**src/rtl/rgb_cmp_pkg.sv**
```systemverilog
// -----------------------------------------------------------------------------
// rgb_cmp_pkg
//
// Shared types and helpers for the RGB magnitude-compare indicator.
//   disp_e      : displayed state code (OFF/LT/EQ/GT), also the encoding of
//                 the 2-bit disp output and of the display FSM state.
//   cmp_result  : unsigned magnitude compare of two operands, returning the
//                 disp_e code that should be shown for them.
//
// Operands are passed zero-extended to CMP_W bits so a single function serves
// every operand width up to CMP_W.
// -----------------------------------------------------------------------------
package rgb_cmp_pkg;

    // Widest operand the shared compare helper accepts.
    localparam int CMP_W = 64;

    typedef enum logic [1:0] {
        DISP_OFF = 2'd0,
        DISP_LT  = 2'd1,
        DISP_EQ  = 2'd2,
        DISP_GT  = 2'd3
    } disp_e;

    // Unsigned compare; callers zero-extend their operands to CMP_W bits.
    function automatic disp_e cmp_result(
        input logic [CMP_W-1:0] a,
        input logic [CMP_W-1:0] b
    );
        if (a < b) begin
            return DISP_LT;
        end else if (a == b) begin
            return DISP_EQ;
        end else begin
            return DISP_GT;
        end
    endfunction

endpackage : rgb_cmp_pkg

```
**src/rtl/rgb_pwm_gen.sv**
```systemverilog
// -----------------------------------------------------------------------------
// rgb_pwm_gen
//
// Free-running PWM counter and duty compare used to dim the RGB LED drive.
// The counter wraps every 2^PWM_BITS cycles; en is high for `duty` cycles of
// each period, and constantly high when duty is all-ones so that "full on"
// really is full on (a plain cnt < duty would leave one dark cycle).
//
// Parameters:
//   PWM_BITS : counter / duty width (>= 2)
// Ports:
//   clk   in   system clock
//   rst   in   asynchronous active-high reset (counter -> 0)
//   duty  in   brightness, 0 = dark, all-ones = full on
//   en    out  channel enable for the current cycle (combinational from cnt)
// -----------------------------------------------------------------------------
module rgb_pwm_gen #(
    parameter int PWM_BITS = 8
) (
    input  logic                clk,
    input  logic                rst,
    input  logic [PWM_BITS-1:0] duty,
    output logic                en
);

    logic [PWM_BITS-1:0] cnt;

    always_ff @(posedge clk or posedge rst) begin
        if (rst) begin
            cnt <= '0;
        end else begin
            cnt <= cnt + PWM_BITS'(1);
        end
    end

    assign en = (cnt < duty) || (&duty);

endmodule : rgb_pwm_gen

```
**src/rtl/rgb_compare_hold.sv**
```systemverilog
// -----------------------------------------------------------------------------
// rgb_compare_hold
//
// Sequential magnitude comparator driving an RGB indicator. Operands are
// captured on a sample strobe, compared one cycle later, and the result is
// shown on red (a<b), green (a==b) or blue (a>b). A minimum-hold timer keeps a
// displayed result for at least HOLD_CYCLES cycles; results arriving during
// the hold are parked as a single pending value (latest wins) and shown when
// the hold expires. A PWM stage dims the LED drive.
//
// Build option:
//   RGB_PWM_EN  defined   : PWM counter + duty gating of the colour outputs.
//               undefined : no PWM counter, duty is ignored, the selected
//                           colour is steady high.
//
// Parameters:
//   WIDTH       : operand width in bits (1..64)
//   PWM_BITS    : PWM counter and duty width (>= 2)
//   HOLD_CYCLES : minimum cycles a displayed result persists (>= 1)
// Ports:
//   clk    in   system clock, all state on rising edge
//   rst    in   asynchronous active-high reset
//   a, b   in   unsigned operands, registered when sample is high
//   sample in   capture strobe (no backpressure: accepted every cycle)
//   clear  in   force display OFF, bypassing hold, killing in-flight samples
//   duty   in   PWM brightness
//   red    out  displayed result is a<b   (registered, PWM gated)
//   green  out  displayed result is a==b  (registered, PWM gated)
//   blue   out  displayed result is a>b   (registered, PWM gated)
//   disp   out  displayed state code OFF=0 LT=1 EQ=2 GT=3; this is the
//               display FSM state itself, exposed for observation
//
// Timing: sample at edge k -> compare at k+1 -> disp at k+2 (when not held)
// -> colour outputs at k+3.
// -----------------------------------------------------------------------------
module rgb_compare_hold
    import rgb_cmp_pkg::*;
#(
    parameter int WIDTH       = 4,
    parameter int PWM_BITS    = 8,
    parameter int HOLD_CYCLES = 1000
) (
    input  logic                clk,
    input  logic                rst,
    input  logic [WIDTH-1:0]    a,
    input  logic [WIDTH-1:0]    b,
    input  logic                sample,
    input  logic                clear,
    input  logic [PWM_BITS-1:0] duty,
    output logic                red,
    output logic                green,
    output logic                blue,
    output logic [1:0]          disp
);

    // Hold counter only has to reach HOLD_CYCLES-1; keep it at least 1 bit.
    localparam int HOLD_W = (HOLD_CYCLES > 1) ? $clog2(HOLD_CYCLES) : 1;
    localparam logic [HOLD_W-1:0] HOLD_RELOAD = HOLD_W'(HOLD_CYCLES - 1);

    // ---------------------------------------------------------------
    // Stage 1: operand capture
    // ---------------------------------------------------------------
    logic [WIDTH-1:0] a_q;
    logic [WIDTH-1:0] b_q;
    logic             cmp_vld;

    always_ff @(posedge clk or posedge rst) begin
        if (rst) begin
            a_q     <= '0;
            b_q     <= '0;
            cmp_vld <= 1'b0;
        end else begin
            // A sample coincident with clear is discarded.
            cmp_vld <= sample && !clear;
            if (sample) begin
                a_q <= a;
                b_q <= b;
            end
        end
    end

    // ---------------------------------------------------------------
    // Stage 2: compare
    // ---------------------------------------------------------------
    disp_e res_q;
    logic  res_vld;

    always_ff @(posedge clk or posedge rst) begin
        if (rst) begin
            res_q   <= DISP_OFF;
            res_vld <= 1'b0;
        end else begin
            // clear kills the sample sitting in stage 1.
            res_vld <= cmp_vld && !clear;
            if (cmp_vld) begin
                res_q <= cmp_result(CMP_W'(a_q), CMP_W'(b_q));
            end
        end
    end

    // ---------------------------------------------------------------
    // Display FSM with minimum-hold timer and one-deep pending slot
    // ---------------------------------------------------------------
    disp_e             disp_q;
    disp_e             pend_q;
    logic              pend_vld;
    logic [HOLD_W-1:0] hold_cnt;

    always_ff @(posedge clk or posedge rst) begin
        if (rst) begin
            disp_q   <= DISP_OFF;
            pend_q   <= DISP_OFF;
            pend_vld <= 1'b0;
            hold_cnt <= '0;
        end else if (clear) begin
            // clear wins over every other event, including a res_vld
            // arriving this cycle (that result is dropped).
            disp_q   <= DISP_OFF;
            pend_q   <= DISP_OFF;
            pend_vld <= 1'b0;
            hold_cnt <= '0;
        end else begin
            // Saturating down-count; overridden below on a reload.
            if (hold_cnt != '0) begin
                hold_cnt <= hold_cnt - HOLD_W'(1);
            end

            case (disp_q)
                DISP_OFF: begin
                    // Leaving OFF ignores the hold timer but still starts
                    // a hold on the first displayed result.
                    if (res_vld) begin
                        disp_q   <= res_q;
                        hold_cnt <= HOLD_RELOAD;
                        pend_vld <= 1'b0;
                    end
                end

                default: begin
                    if (res_vld) begin
                        // A fresh result always takes priority over the
                        // pending one.
                        if (res_q == disp_q) begin
                            // Same answer as shown: drop any stale pending
                            // change, keep the running hold.
                            pend_vld <= 1'b0;
                        end else if (hold_cnt == '0) begin
                            disp_q   <= res_q;
                            hold_cnt <= HOLD_RELOAD;
                            pend_vld <= 1'b0;
                        end else begin
                            // Held: remember only the most recent result.
                            pend_q   <= res_q;
                            pend_vld <= 1'b1;
                        end
                    end else if (pend_vld && (hold_cnt == '0)) begin
                        disp_q   <= pend_q;
                        hold_cnt <= HOLD_RELOAD;
                        pend_vld <= 1'b0;
                    end
                end
            endcase
        end
    end

    assign disp = disp_q;

    // ---------------------------------------------------------------
    // PWM enable
    // ---------------------------------------------------------------
    logic pwm_en;

`ifdef RGB_PWM_EN
    rgb_pwm_gen #(
        .PWM_BITS (PWM_BITS)
    ) u_pwm (
        .clk  (clk),
        .rst  (rst),
        .duty (duty),
        .en   (pwm_en)
    );
`else
    // Without dimming the selected colour is steady; duty is kept as a port
    // for pin compatibility and deliberately folded into an unused net.
    logic unused_duty;
    assign unused_duty = ^duty;
    assign pwm_en      = 1'b1;
`endif

    // ---------------------------------------------------------------
    // Output stage: one-hot colour select from disp, PWM gated, registered
    // ---------------------------------------------------------------
    always_ff @(posedge clk or posedge rst) begin
        if (rst) begin
            red   <= 1'b0;
            green <= 1'b0;
            blue  <= 1'b0;
        end else begin
            red   <= (disp_q == DISP_LT) && pwm_en;
            green <= (disp_q == DISP_EQ) && pwm_en;
            blue  <= (disp_q == DISP_GT) && pwm_en;
        end
    end

endmodule : rgb_compare_hold

```
**config.mk**
```make
export PLATFORM = sky130hd
export DESIGN_NAME = rgb_compare_hold
export DESIGN_NICKNAME = d
export VERILOG_FILES = /design/src/rtl/rgb_cmp_pkg.sv /design/src/rtl/rgb_pwm_gen.sv /design/src/rtl/rgb_compare_hold.sv
export SDC_FILE = /design/constraint.sdc
export NUM_CORES = 1
export LEC_CHECK = 0
export BUFFER_PORTS_ARGS = -buffer_cell sky130_fd_sc_hd__buf_2
export CAP_MARGIN = 20
export CORE_MARGIN = 3
export CORE_UTILIZATION = 30
export CTS_CLUSTER_SIZE = 25
export DETAILED_ROUTE_END_ITERATION = 16
export PLACE_DENSITY = 0.51
export RECOVER_POWER = 100
export SYNTH_ARGS = -nofsm -noshare
export SYNTH_HDL_FRONTEND = slang
export SYNTH_SLANG_ARGS = --single-unit
```
**constraint.sdc**
```tcl
create_clock -name clk -period 3.3 [get_ports clk]
set_input_delay 0.165 -clock clk [delete_from_list [all_inputs] [get_ports clk]]
set_output_delay 0.165 -clock clk [all_outputs]
set_load 0.02 [all_outputs]
```
==> Yosys cells after proc, flatten, opt, wreduce, memory -nomap -nowiden <==
Cells that the tools add are included.
{ "op_classes": {"n_addsub": 1, "n_lt_le_gt_ge": 1, "n_eq_ne": 11, "muxes": 29, "reduce_logical": 12} }
{ "ops": {"columns": ["cell", "n"], "rows": [
  ["10-bit two-way mux", 8],
  ["2-bit two-way mux", 13],
  ["10-bit logical NOT", 1],
  ["10-bit nonzero test", 1],
  ["10-bit by 1-bit subtractor with 10-bit output (second input constant)", 1],
  ["1-bit two-way mux", 8],
  ["4-bit AND reduction", 2],
  ["2-bit inequality test (second input constant)", 3],
  ["2-bit == test (second input constant)", 2],
  ["4-bit == test", 1],
  ["4-bit < comparator", 1],
  ["4-bit by 2-bit inequality test with 1-bit output (second input constant)", 1],
  ["4-bit by 3-bit inequality test with 1-bit output (second input constant)", 1],
  ["1-bit logical AND", 3],
  ["3-bit inequality test (second input constant)", 1],
  ["3-bit nonzero test", 1],
  ["2-bit by 1-bit == test with 1-bit output (second input constant)", 1],
  ["2-bit == test", 1],
  ["2-bit logical NOT", 1],
  ["2-bit AND reduction", 1],
  ["2-bit nonzero test", 1],
  ["1-bit logical NOT", 1]
]} }
{ "word_totals": {"ff_bits": 30, "in_bits": 20} }

==> Logic depth before layout (Yosys ltp) <==
{ "depth": {"word_depth": 7, "depth_mapped": 7} }

==> Worst setup path before layout <==
No wires, ideal clock.
{ "synth_timing": {"path_type": "register -> register", "startpoint": "reg hold_cnt[0]", "endpoint": "reg hold_cnt[0]", "t_arrival_ns": 1.635, "required_time_ns": 3.171, "slack_ns": 1.536, "path_stages_with_launch": 8, "path_buffers": 0, "period_less_slack_ns": 1.764, "cell_sequence": "dfrtp_1 inv_1 ha_1 nor4b_4 nand3_1 ha_1 a211oi_1 a211oi_1"} }
{ "synth_via": {"elab_chain_cells": 7, "elab_cells_between_ends": 12} }
{ "synth_lines": {"columns": ["element", "line_no", "source"], "rows": [
  ["from (decl)", "rgb_compare_hold.sv:107", "logic [HOLD_W-1:0] hold_cnt;"],
  ["from (signal assigned)", "rgb_compare_hold.sv:125", "hold_cnt <= hold_cnt - HOLD_W'(1);"],
  ["10-bit by 1-bit subtractor with 10-bit output or 10-bit nonzero test (tied branches)", "rgb_compare_hold.sv:125, rgb_compare_hold.sv:124", null],
  ["10-bit two-way mux", "rgb_compare_hold.sv:124", "if (hold_cnt != '0) begin"],
  ["10-bit two-way mux", "rgb_compare_hold.sv:147", "end else if (hold_cnt == '0) begin"],
  ["10-bit two-way mux", "rgb_compare_hold.sv:143", "if (res_q == disp_q) begin"],
  ["10-bit two-way mux", "rgb_compare_hold.sv:140", "if (res_vld) begin"],
  ["10-bit two-way mux *", "rgb_compare_hold.sv:128", "case (disp_q)"],
  ["10-bit two-way mux *", "rgb_compare_hold.sv:115", "end else if (clear) begin"]
]} }
Every way passes the cells marked *; elsewhere a longest branch is shown, timed or not.
A chain may end at the register's enable or synchronous reset.

==> Final worst setup path <==
{ "layout_timing": {"startpoint": "reg hold_cnt[0]", "endpoint": "reg disp_q[1] (netlist: disp[1])"} }
{ "layout_via": {"elab_chain_cells": 4, "elab_cells_between_ends": 5} }
{ "layout_lines": {"columns": ["element", "line_no", "source"], "rows": [
  ["10-bit logical NOT *", "rgb_compare_hold.sv:147, rgb_compare_hold.sv:156", null],
  ["1-bit logical AND", "rgb_compare_hold.sv:156", "end else if (pend_vld && (hold_cnt == '0)) begin"],
  ["3-bit nonzero test (no line)", null, null],
  ["4-bit AND reduction (no line) *", null, null],
  ["to (signal assigned)", "rgb_compare_hold.sv:133", "disp_q <= res_q;"],
  ["to (signal assigned)", "rgb_compare_hold.sv:148", "disp_q <= res_q;"],
  ["to (signal assigned)", "rgb_compare_hold.sv:157", "disp_q <= pend_q;"],
  ["to (decl)", "rgb_compare_hold.sv:104", "disp_e disp_q;"]
]} }
Marks and branches as above.

==> results by group <==
Status
  • Result of the run: completed

Synthesis
  • Mean instance size in the synthesized netlist: 10.3 sq um
  • Ys flop type: dfrtp_1
  • Fraction of synthesized cell area taken by the top area cell type: 47.8%
  • Syn nets: 178
  • Count of mapped cells out of synthesis: 152
  • Cell taking the most area after synthesis: dfrtp_1
  • Number of unique standard cell types used by synthesis: 36
  • Main area contributors after synthesis: dfrtp_1, ha_1, mux2_2
  • Combined area of all synthesized cells: 1570 sq um
  • Sequential fraction of the synthesis area: 47.8%
  • Async S/R FF share, synth: 100%
  • Register bit count reported by yosys: 30
  • Number of flops mapped to enable cells by yosys: 0
  • Warnings, synthesis: 0

Route
  • Total wirelength of the detailed-routed design: 3.07 mm
  • Number of iterations in the first detailed-routing pass: 4
  • Vias per std cell: 4.78
  • Wire length per cell: 12.7 um
  • Post-detailed-route DRC marker count: 0
  • Total vias in the final route: 1157
  • Number of DRC violations after detailed-routing iteration 0: 64
  • Detail Route Antenna Nets: 0

Die
  • I/O Pins: 25
  • Core region area: 4880 sq um
  • Starting utilization of the core area: 32.2%
  • Horizontal die dimension: 78.3 um
  • Overall die area: 6140 sq um
  • Height of the die: 78.3 um
  • Rows: 25

Layout
  • Most frequent standard cell in the layout excluding fill and tap cells: dfrtp_1
  • Cell area after layout: 1850 sq um
  • Antenna diode count: 0
  • Final-layout fill cell count: 533
  • Final #Nets: 200
  • Fraction of final layout cells with drive strength greater than 1: 17.1%
  • Most frequent cells in the layout: dfrtp_1, o21ai_0, a21oi_1, nand2_1
  • Total area of multi-input combinational cells: 744 sq um
  • Area growth from synthesis to layout: 17.5%
  • Flip-flop and latch area: 751 sq um

STA
  • Max frequency: 427 MHz
  • Min cycle time layout: 2340 ps
  • Worst-margin pin slew: 923 ps
  • Unrepaired setup endpoints after global routing: no
  • Slew Limit Headroom: 38.5%
  • Total negative setup slack: 0 ps
  • Final Hold Viols: 0
  • Worst clock skew: 10.1 ps
  • Number of failing setup endpoints in the final timing report: 0
  • Max Slew Vio Count: 0
  • Final period utilization: 71.0%

Clocking
  • Latest clock arrival within the worst-skew pair: 280 ps
  • Clock Sinks: 30
  • Number of buffers inserted by post-CTS setup repair: 0
  • Maximum buffer depth of the clock tree: 2
  • CTS buffer count: 5
  • Clock transition at the register clock pins on the worst setup and hold paths after CTS: 70 ps
  • Clk Tree Root Cell: clkbuf_8
  • TritonCTS clock tree: built
  • Quantity of gates resized following cts: 0
  • CTS H-Tree Depth: 2
  • Hold-fix buffer count after cts: 0

Setup path
  • Setup crit start: hold_cnt[0]
  • Kind of capture point of the worst setup path: register
  • Kind of launch point of the worst setup path: register
  • Worst endpoint required time: 3440 ps
  • Arrival time reported for the critical path endpoint: 2480 ps
  • Maximum fanout encountered on the critical timing path: 9
  • Critical R2R Launch: hold_cnt[0]
  • Kind of critical path: reg2reg

Global route
  • Number of global-route vias before repair: 1170
  • First-pass GRT wire length: 5.40 mm
  • Antenna violations before repair: 0
  • Total routing usage reported by global routing: 11.3%
  • Largest net degree at the start of global routing: 30
  • Remaining global-route overflow: 0

Min path
  • Type of the tightest min-delay check: in2reg
  • Hold Crit Start: b[1]

Placement
  • Placed standard-cell area: 1720 sq um
  • HPWL after detailed placement: 2.23 mm
  • Port Buffers: 16
  • Final Wtd Congestion: 0.780

Power
  • PD cells: 812 nW/um^2
  • Static leakage: 0.822 nW
  • Worst VDD drop: 304 uV

Flow run
  • Maximum capacitance violations: 0
-- state kept, by name, summed over array words and instances, names as in the netlist, 2 cells and up --
name / count
hold_cnt: 10
a_q: 4
b_q: 4
disp: 2
pend_q: 2
res_q: 2
-- final timing paths --
kind / end / slack (ps) / depth (start not counted)
max: disp[1] / 960 / 7
min: b_q[1] / 90 / 3
max reg2reg: disp[1] / 960 / 7
min reg2reg: res_q[1] / 510 / 1
max in group asynchronous: red / 1670 / 4
min in group asynchronous: hold_cnt[5] / 430 / 3
-- where the power goes --
part	internal (mW)	switching (mW)
logic	0.226	0.271
clock network	0.322	0.143
registers	0.439	0.0980
total	0.987	0.512
-- area by class of cell --
| cell class | instances | share of cell area (%) |
|---|---|---|
| multi-input cells | 109 | 40.3 |
| clock inverters | 2 | 3.25 |
| clock buffers | 6 | 4.47 |
| flip-flops and latches | 30 | 40.7 |
| repair buffers | 19 | 4.88 |
| well taps | 67 | 4.54 |
| inverters | 9 | 1.83 |
-- cell usage after synthesis, types with 2 or more instances --
| cell | number |
|---|---|
| dfrtp_1 | 30 |
| a21oi_1 | 12 |
| nand2_1 | 12 |
| o21ai_0 | 12 |
| nor2_1 | 10 |
| inv_1 | 9 |
| nor2b_1 | 8 |
| ha_1 | 6 |
| mux2_2 | 6 |
| mux2i_1 | 5 |
| a31oi_1 | 3 |
| nand2b_1 | 3 |
| nand3_1 | 3 |
| a211oi_1 | 2 |
| a21boi_0 | 2 |
| buf_2 | 2 |
| clkbuf_1 | 2 |
| nand3_2 | 2 |
| nor2_2 | 2 |
| nor3_1 | 2 |
| nor4_1 | 2 |
| or3_1 | 2 |
| xnor2_1 | 2 |
-- metal layers --
metal  up-vias  track usage, %  part of all wire [%]
met5         -               0                     0
met4         0            4.72                   1.2
met3         4            3.44                   3.5
met2        17            18.8                    49
met1       555            13.6                    46
li1        581               -                     -
-- through the flow --
stage                     util, %  cells  setup slack, ps  total power [mW]  hold slack [ps]
after floorplan                 -    152             1540             0.946              228
after detailed placement     35.3    232             1150              1.06              377
after global routing         37.8    242              771              1.62             85.1
final                        37.8    242              958              1.50             87.2
after CTS                    38.3    240             1130              1.53             79.6
after global placement       35.3    232             1160              1.05              375
-- critical path, cell delays in order, from the launching register on --
cell and delay [ps]:
dfrtp_1 440, inv_1 80, ha_1 250, nor4b_4 360
nand3_1 340, o2bb2ai_1 430, mux2i_1 240, nor2_1 60
-- cells by family (layout without fill, tap and decap cells) --
logic type	count (synthesis)	after routing	share of synthesized area, %
buffers and inverters	13	36	3.27
DFF	30	30	47.8
adders and majority gates	6	6	4.78
xor gates and xnor gates	2	2	1.12
muxes	11	11	7.49
and+or+nand+nor	54	54	20.6
AOI/OAI and AO/OA	36	36	15.0
(Power assumes the default switching activity.)
